===== src/rtl/alu_pkg.sv =====
// Shared ALU definitions: multiplier widths, iteration counter width and FSM states.
package alu_pkg;

  localparam int MULT_W = 32;
  localparam int PROD_W = 64;
  localparam int CNT_W  = 5;

  typedef enum logic [1:0] {
    IDLE = 2'd0,
    RUN  = 2'd1,
    NEG  = 2'd2,
    DONE = 2'd3
  } mult_state_t;

  // |x| when treated as two's complement; 0x80000000 maps to itself as an unsigned value.
  function automatic logic [MULT_W-1:0] mag(input logic [MULT_W-1:0] x, input logic is_signed);
    return (is_signed && x[MULT_W-1]) ? (~x + {{(MULT_W-1){1'b0}}, 1'b1}) : x;
  endfunction

endpackage


===== src/rtl/sixty_four_bit_adder.sv =====
// 64-bit adder with carry-in, shared datapath used by the iterative multiplier.
module sixty_four_bit_adder (
  input  logic [63:0] a,
  input  logic [63:0] b,
  input  logic        c_in,
  output logic [63:0] sum
);

  assign sum = a + b + {63'd0, c_in};

endmodule


===== src/rtl/shift_add_multiplier.sv =====
// Iterative 32x32->64 shift-add multiplier, one multiplier bit per cycle,
// with sign handling by magnitude multiply followed by an optional negate pass.
module shift_add_multiplier
  import alu_pkg::*;
#(
  parameter int WIDTH      = MULT_W,
  parameter bit EARLY_EXIT = 1'b0
) (
  input  logic                 clk,
  input  logic                 rst_n,
  input  logic                 in_valid,
  output logic                 in_ready,
  input  logic [WIDTH-1:0]     op_a,
  input  logic [WIDTH-1:0]     op_b,
  input  logic                 op_signed,
  output logic                 out_valid,
  input  logic                 out_ready,
  output logic [2*WIDTH-1:0]   result,
  output logic                 busy
);

  if (WIDTH != MULT_W) begin : g_bad_width
    $error("shift_add_multiplier: WIDTH must be 32, the adder datapath is fixed at 64 bits");
  end

  mult_state_t         state_q, state_d;
  logic [PROD_W-1:0]   mcand_q, mcand_d;
  logic [PROD_W-1:0]   prod_q, prod_d;
  logic [MULT_W-1:0]   mplier_q, mplier_d;
  logic [CNT_W-1:0]    cnt_q, cnt_d;
  logic                neg_q, neg_d;

  logic [PROD_W-1:0]   add_a, add_b, add_sum;
  logic                add_cin;

  // NEG reuses the adder as ~prod + 1; every other state feeds the partial-product add.
  always_comb begin
    add_a   = prod_q;
    add_b   = mplier_q[0] ? mcand_q : '0;
    add_cin = 1'b0;
    if (state_q == NEG) begin
      add_a   = ~prod_q;
      add_b   = '0;
      add_cin = 1'b1;
    end
  end

  sixty_four_bit_adder u_adder (
    .a    (add_a),
    .b    (add_b),
    .c_in (add_cin),
    .sum  (add_sum)
  );

  always_comb begin
    state_d  = state_q;
    mcand_d  = mcand_q;
    prod_d   = prod_q;
    mplier_d = mplier_q;
    cnt_d    = cnt_q;
    neg_d    = neg_q;
    unique case (state_q)
      IDLE: begin
        if (in_valid) begin
          mcand_d  = {{(PROD_W-MULT_W){1'b0}}, mag(op_a, op_signed)};
          mplier_d = mag(op_b, op_signed);
          prod_d   = '0;
          cnt_d    = '0;
          neg_d    = op_signed & (op_a[MULT_W-1] ^ op_b[MULT_W-1]);
          state_d  = RUN;
        end
      end
      RUN: begin
        prod_d   = add_sum;
        mcand_d  = mcand_q << 1;
        mplier_d = mplier_q >> 1;
        cnt_d    = cnt_q + {{(CNT_W-1){1'b0}}, 1'b1};
        if (cnt_q == {CNT_W{1'b1}} || (EARLY_EXIT && mplier_d == '0)) begin
          state_d = neg_q ? NEG : DONE;
        end
      end
      NEG: begin
        prod_d  = add_sum;
        state_d = DONE;
      end
      DONE: begin
        if (out_ready) state_d = IDLE;
      end
      default: state_d = IDLE;
    endcase
  end

  always_ff @(posedge clk or negedge rst_n) begin
    if (!rst_n) begin
      state_q  <= IDLE;
      mcand_q  <= '0;
      prod_q   <= '0;
      mplier_q <= '0;
      cnt_q    <= '0;
      neg_q    <= 1'b0;
    end else begin
      state_q  <= state_d;
      mcand_q  <= mcand_d;
      prod_q   <= prod_d;
      mplier_q <= mplier_d;
      cnt_q    <= cnt_d;
      neg_q    <= neg_d;
    end
  end

  assign in_ready  = (state_q == IDLE);
  assign busy      = (state_q != IDLE);
  assign out_valid = (state_q == DONE);
  assign result    = prod_q;

endmodule


===== config.mk =====
export PLATFORM = sky130hd
export DESIGN_NAME = shift_add_multiplier
export DESIGN_NICKNAME = d
export VERILOG_FILES = /design/src/rtl/alu_pkg.sv /design/src/rtl/sixty_four_bit_adder.sv /design/src/rtl/shift_add_multiplier.sv
export SDC_FILE = /design/constraint.sdc
export NUM_CORES = 1
export LEC_CHECK = 0
export CAP_MARGIN = 0
export CELL_PAD_IN_SITES_DETAIL_PLACEMENT = 0
export CELL_PAD_IN_SITES_GLOBAL_PLACEMENT = 1
export CORE_UTILIZATION = 44
export CTS_CLUSTER_DIAMETER = 40
export CTS_CLUSTER_SIZE = 8
export DETAILED_ROUTE_END_ITERATION = 6
export PLACE_DENSITY_LB_ADDON = 0.1
export SLEW_MARGIN = 0
export SYNTH_ARGS = -nofsm -noshare
export SYNTH_HDL_FRONTEND = slang
export SYNTH_HIERARCHICAL = 1
export SYNTH_SLANG_ARGS = --single-unit

===== constraint.sdc =====
create_clock -name clk -period 5.1 [get_ports clk]
set_input_delay 1.02 -clock clk [delete_from_list [all_inputs] [get_ports clk]]
set_output_delay 1.02 -clock clk [all_outputs]
set_load 0.05 [all_outputs]

### After elaboration in Yosys (flattened, before gate mapping)

Index checks and enable logic that the tools add are counted.

* output and inout port bits: 67
* bits in registers: 168

* add/subtract/negate cells: 5
* mux-type cells: 19
* bitwise gates (word level): 5
* reduce and logical (&&, ||, !) cells: 11
* equal/unequal tests: 7

Operator list (number)
* $mux W64: 5
* $pmux W64 S2: 2
* $mux W32: 3
* $add A32 B1 Y32 const B: 2
* $add A64 B1 Y64: 1
* $add A64 B64 Y64: 1
* $not A32 Y32: 2
* $not A64 Y64: 1
* $pmux W32 S2: 1
* $pmux W5 S2: 1
* $pmux W2 S4: 1
* $mux W2: 3
* $reduce_and A2 Y1: 3
* $reduce_bool A2 Y1: 3
* $add A5 B1 Y5 const B: 1
* $eq A5 B5 Y1 const B: 1
* $mux W5: 1
* $eq A2 B2 Y1 const B: 2
* $ne A2 B2 Y1 const B: 2
* $reduce_and A3 Y1: 1
* $eq A2 B1 Y1 const B: 1
* $logic_and A1 B1 Y1: 2
* $logic_not A2 Y1: 1
* $mux W1: 2
* 4 further kinds: 4

### Longest topological paths before layout

Gate-level depths: netlist of the first run.

* depth after elaboration: 5
* depth in mapped cells: 18
* depth with buffers taken out: 16

### Modules after synthesis

Netlist of the first run, hierarchy kept.

Modules (own cells, without submodules)
* shift_add_multiplier: area an instance 9151.3 µm², cells each 928, sequential area each 4204.0 µm², times used 1
* sixty_four_bit_adder: area an instance 3784.9 µm², cells each 558, sequential area each 0.0 µm², times used 1

### Worst setup path before layout of the first run

No wires, ideal clock.

* path type: register to register
* start point: register state_q[0]
* end point: register prod_q[61], in the netlist result[61]
* data arrival time: 4006 ps
* path buffers: 3
* required time: 4979 ps
* cell stages (with the launch flop): 17
* library setup time: 121 ps
* setup slack: 973 ps
* path through: dfrtp_1 -> inv_1 -> ha_1 -> clkbuf_1 -> buf_1 -> xor2_1 -> ha_1 -> buf_2 -> nand4_1 -> or3_1 -> nor4_1 -> a211oi_1 -> o31a_1 -> o31ai_2 -> a31oi_1 -> xnor2_1 -> a22o_1

* elaborated cells between the ends (all ways): 13
* those cells by class: 2 x add/sub; 3 x eq/ne; 4 x mux; 4 x reduce/logical

RTL lines
* start, declared: line shift_add_multiplier.sv:26 `mult_state_t state_q, state_d;`
* start signal, assigned: line shift_add_multiplier.sv:102 `state_q <= state_d;`
* $eq A2 B2 Y1: line shift_add_multiplier.sv:41 `if (state_q == NEG) begin`
* $mux W1: line shift_add_multiplier.sv:41
* via add_cin: line shift_add_multiplier.sv:34 `logic add_cin;`
* $add A64 B1 Y64: line sixty_four_bit_adder.sv:9 `assign sum = a + b + {63'd0, c_in};`
* via add_sum[61]: line shift_add_multiplier.sv:33 `logic [PROD_W-1:0] add_a, add_b, add_sum;`
* $pmux W64 S2: line shift_add_multiplier.sv:62 `unique case (state_q)`
* end signal, assigned: line shift_add_multiplier.sv:104 `prod_q <= prod_d;`
* end, declared: line shift_add_multiplier.sv:28 `logic [PROD_W-1:0] prod_q, prod_d;`

The timed path passes the listed nets, and every way through them passes these cells.
A chain may end at the register's enable or synchronous reset.

### Worst setup path in the final report of the first run

* start point: register state_q[0]
* end point: register prod_q[63], in the netlist result[63]

The elaborated chain is that of the path after synthesis.

==> results.sh, run 1 <==
export IMPL_synth_net_count=1627
export IMPL_clk_pin_slew_ps=80
export IMPL_post_cts_buffers=0
export IMPL_postCtsHoldBufs=0
export IMPL_hold_depth=2
export IMPL_status="completed"
export IMPL_grt_antenna_before_repair=0
export IMPL_fmax_mhz=217
export IMPL_r2r_start="state_q[0]$_DFFE_PN0P_"
export IMPL_nFillCells=2722
export IMPL_ant_nets=0
export IMPL_clock_path_buffers=2
export IMPL_hp_class="register to register"
export IMPL_start_util_pct=44.9
export IMPL_hold_end="mplier_q[10]$_DFFE_PN0P_"
export IMPL_layout_drive_gt1_share_pct=5.51
export IMPL_period_share_pct=90.4
export IMPL_cts_buffers=17
export IMPL_crit_chain="inv_1 > ha_4 > buf_12 > xor2_1 > ha_1 > nand4_1 > or3_1 > nor4_1 > a211oi_1 > buf_4 > o31ai_1 > a21oi_1 > o31ai_1 > xnor2_1 > a22o_1"
export IMPL_dr_pass1_iters=5
export IMPL_reg2regPathDepth=15
export IMPL_yosys_warnings=6
export IMPL_final_setup_tns_ps=0
export IMPL_yosysUniqueCellTypes=76
export IMPL_die_area_um2=30100
export IMPL_drt_wl_total_um=37400
export IMPL_netlist_area_um2=12900
export IMPL_critical_path_class="register to register"
export IMPL_rows=62
export IMPL_dp_cells=1930
export IMPL_crit_fanout=56
export IMPL_grtUsageTotal_pct=25.3
export IMPL_cpMostUsedCell="o31ai_1"
export IMPL_async_reset_ff_share_pct=100
export IMPL_avgViaCountPerCell=5.90
export IMPL_dpl_hpwl_um=27600
export IMPL_worst_path_max_delay_cell="ha_1"
export IMPL_avgSynthCellArea_um2=8.71
export IMPL_grt_pass1_wl_um=61100
export IMPL_die_x_um=173
export IMPL_max_slew_margin_rel_pct=30.7
export IMPL_yosysSeqAreaShare_pct=32.5
export IMPL_timing_final_crit_period_ps=4610
export IMPL_route_detailed_drc=0
export IMPL_final_util_pct=52.8
export IMPL_maxCapViolations=0
export IMPL_pre_cts_slack_ps=563
export IMPL_syn_inst=1486
export IMPL_slew_viol_final=0
export IMPL_cts_tree="built"
export IMPL_setup_viol=0
export IMPL_num_antenna_cells=0
export IMPL_max_stage_delay_ps=480
export IMPL_grt_pass1_vias=11300
export IMPL_worstSkewPairLatency_ps=450
export IMPL_start_kind="register"
export IMPL_yosys_most_used_dff="dfrtp_1"
export IMPL_worstHoldStart="mplier_q[10]$_DFFE_PN0P_"
export IMPL_worst_r2r_endpoint="result[63]$_DFFE_PN0P_"
export IMPL_fin_cells=1962
export IMPL_clock_skew_ps=16.3
export IMPL_synth_edf_count=0
export IMPL_rsz0062_at_grt="false"
export IMPL_h_tree_depth=4
export IMPL_finalNetCount=1706
export IMPL_grt_max_degree=109
export IMPL_critPathArrivalTime_ps=4940
export IMPL_cts_root_buffer="clkbuf_16"
export IMPL_worst_slack_ps=490
export IMPL_r2r_slack_ps=490
export IMPL_worst_pin_slew_ps=1030
export IMPL_coreArea_um2=28800
export IMPL_io_buffers=135
export IMPL_drtIter0Drc=846
export IMPL_place_gp_congestion=0.899
export IMPL_cp_data_required_time_ps=5430
export IMPL_post_cts_resized=0
export IMPL_wl_per_cell_um=19.1
export IMPL_die_h_um=173
export IMPL_cts_sinks=168
export IMPL_end_kind="register"
export IMPL_num_io_pins=136
export IMPL_hold_violations=0
export IMPL_synth_seq_cells=168
export IMPL_area_growth_pct=17.4
export IMPL_grt_ovfl_total=0
export IMPL_dr_total_vias=11600
cell usage after synthesis, types with 4 or more instances:
| cell | number | area share, % |
|---|---|---|
| mux2i_1 | 8 | 0.62 |
| clkbuf_1 | 80 | 2.3 |
| inv_1 | 42 | 1.2 |
| or4_1 | 14 | 0.81 |
| buf_1 | 7 | 0.20 |
| xnor2_1 | 79 | 5.3 |
| a22o_1 | 99 | 6.7 |
| nand2b_1 | 4 | 0.19 |
| nor3_1 | 21 | 0.81 |
| nor4_1 | 9 | 0.44 |
| and3_1 | 21 | 1.0 |
| a31oi_1 | 23 | 1.1 |
| o21ai_1 | 4 | 0.15 |
| a21boi_0 | 4 | 0.23 |
| nand3_1 | 17 | 0.66 |
| or3_1 | 26 | 1.3 |
| dfrtp_1 | 168 | 32 |
| a211oi_1 | 6 | 0.35 |
| o221ai_1 | 4 | 0.27 |
| o21a_1 | 8 | 0.46 |
| nor2b_1 | 7 | 0.34 |
| o31ai_1 | 15 | 0.87 |
| nand2_1 | 87 | 2.5 |
| o21ai_0 | 109 | 4.2 |
| or2_2 | 5 | 0.24 |
| buf_2 | 5 | 0.19 |
| o41ai_1 | 5 | 0.34 |
| o211ai_1 | 7 | 0.41 |
| a41oi_1 | 12 | 0.81 |
| o22ai_1 | 16 | 0.77 |
| nand4_1 | 23 | 1.1 |
| a21o_1 | 21 | 1.2 |
| nor2_1 | 74 | 2.1 |
| a21oi_1 | 148 | 5.7 |
| xor2_1 | 98 | 6.6 |
| o21bai_1 | 18 | 1.0 |
| and2_1 | 71 | 3.4 |
| ha_1 | 70 | 6.8 |
worst max-delay path by stage:
stage / slack (ps) / startpoint / cells past startpoint / endpoint
2_1_floorplan: 970 / state_q[0]$_DFFE_PN0P_ / 16 / result[61]$_DFFE_PN0P_
3_5_place_dp: 560 / state_q[0]$_DFFE_PN0P_ / 15 / result[63]$_DFFE_PN0P_
3_3_place_gp: 640 / state_q[0]$_DFFE_PN0P_ / 15 / result[63]$_DFFE_PN0P_
4_1_cts: 540 / state_q[0]$_DFFE_PN0P_ / 15 / result[63]$_DFFE_PN0P_
6_report: 490 / state_q[0]$_DFFE_PN0P_ / 15 / result[63]$_DFFE_PN0P_
5_1_grt: 200 / state_q[0]$_DFFE_PN0P_ / 16 / result[63]$_DFFE_PN0P_
per-stage QoR:
| step | hold slack, ps | cell area (um2) |
|---|---|---|
| 6_report | 480 | 15200 |
| 5_1_grt | 499 | 15200 |
| 4_1_cts | 483 | 15200 |
| 2_1_floorplan | 444 | 12900 |
| 3_3_place_gp | 460 | 14600 |
| 3_5_place_dp | 465 | 14600 |
worst max-delay path, delay by kind of cell (launching register included):
| kind | cells | cell delay, ps |
|---|---|---|
| AO/OA/AOI/OAI | 5 | 1400 |
| XOR/XNOR | 2 | 230 |
| adder cells (fa/ha/maj) | 2 | 780 |
| buffers and inverters | 3 | 710 |
| flip-flops | 1 | 430 |
| AND/OR/NAND/NOR | 3 | 950 |
state kept, by name (all words and copies together) (netlist names):
signal,flops
cnt_q,5
mplier_q,32
state_q,2
mcand_q,64
result,64
neg_q,1
cell usage in the layout (no fill, tap or decap), types with 8 or more instances in the layout:
cell type	synthesis	layout
dfrtp_1	168	168
a21oi_1	148	148
clkdlybuf4s50_1	0	134
o21ai_0	109	109
a22o_1	99	99
xor2_1	98	98
nand2_1	87	87
xnor2_1	79	79
nor2_1	74	73
and2_1	71	70
ha_1	70	69
inv_1	42	42
or3_1	26	26
a31oi_1	23	23
nand4_1	23	23
and3_1	21	21
nor3_1	21	21
a21o_1	21	21
o21bai_1	18	18
nand3_1	17	17
clkbuf_16	0	17
buf_4	1	17
o22ai_1	16	16
o31ai_1	15	15
or4_1	14	14
a41oi_1	12	12
nor4_1	9	9
mux2i_1	8	8
o21a_1	8	8
area by class of cell:
cell class / instances / area, um2 / area share [%]
inverters: 42 / 158 / 1.04
well taps: 384 / 480 / 3.16
clock buffers: 17 / 425 / 2.80
flip-flops and latches: 168 / 4200 / 27.7
multi-input cells: 1182 / 8250 / 54.3
clock inverters: 15 / 154 / 1.01
repair buffers: 154 / 1520 / 10.0
layer usage:
layer / routed length [um] / GRT usage, % / up-vias / share of wire, %
met1: 17500 / 35.0 / 5584 / 47
met4: 771 / 7.37 / 0 / 2.1
met5: 0 / 0 / - / 0
li1: - / - / 5624 / -
met3: 1560 / 3.09 / 47 / 4.2
met2: 17600 / 41.5 / 323 / 47
cell families after synthesis:
logic type | share of synthesized area [%]
AO/OA/AOI/OAI | 27.0
XOR/XNOR | 12.0
adder cells (fa/ha/maj) | 7.08
buffers and inverters | 4.08
flip-flops | 32.5
multiplexers | 0.880
AND/OR/NAND/NOR | 16.4
Power of run 1 is left out: the tool's default activity adds up to more than one toggle a clock period on the data nets, which glitch-free logic cannot reach.
==> run 2, diff against run 1 <==
--- a/config.mk
+++ b/config.mk
@@ -18,3 +18,4 @@
 export SYNTH_HDL_FRONTEND = slang
 export SYNTH_HIERARCHICAL = 1
 export SYNTH_SLANG_ARGS = --single-unit
+export TNS_END_PERCENT = 10
==> results of run 2 <==
The final DEF is identical to that of run 1; final timing and power are the same.
Power of run 2 is left out for the same reason.
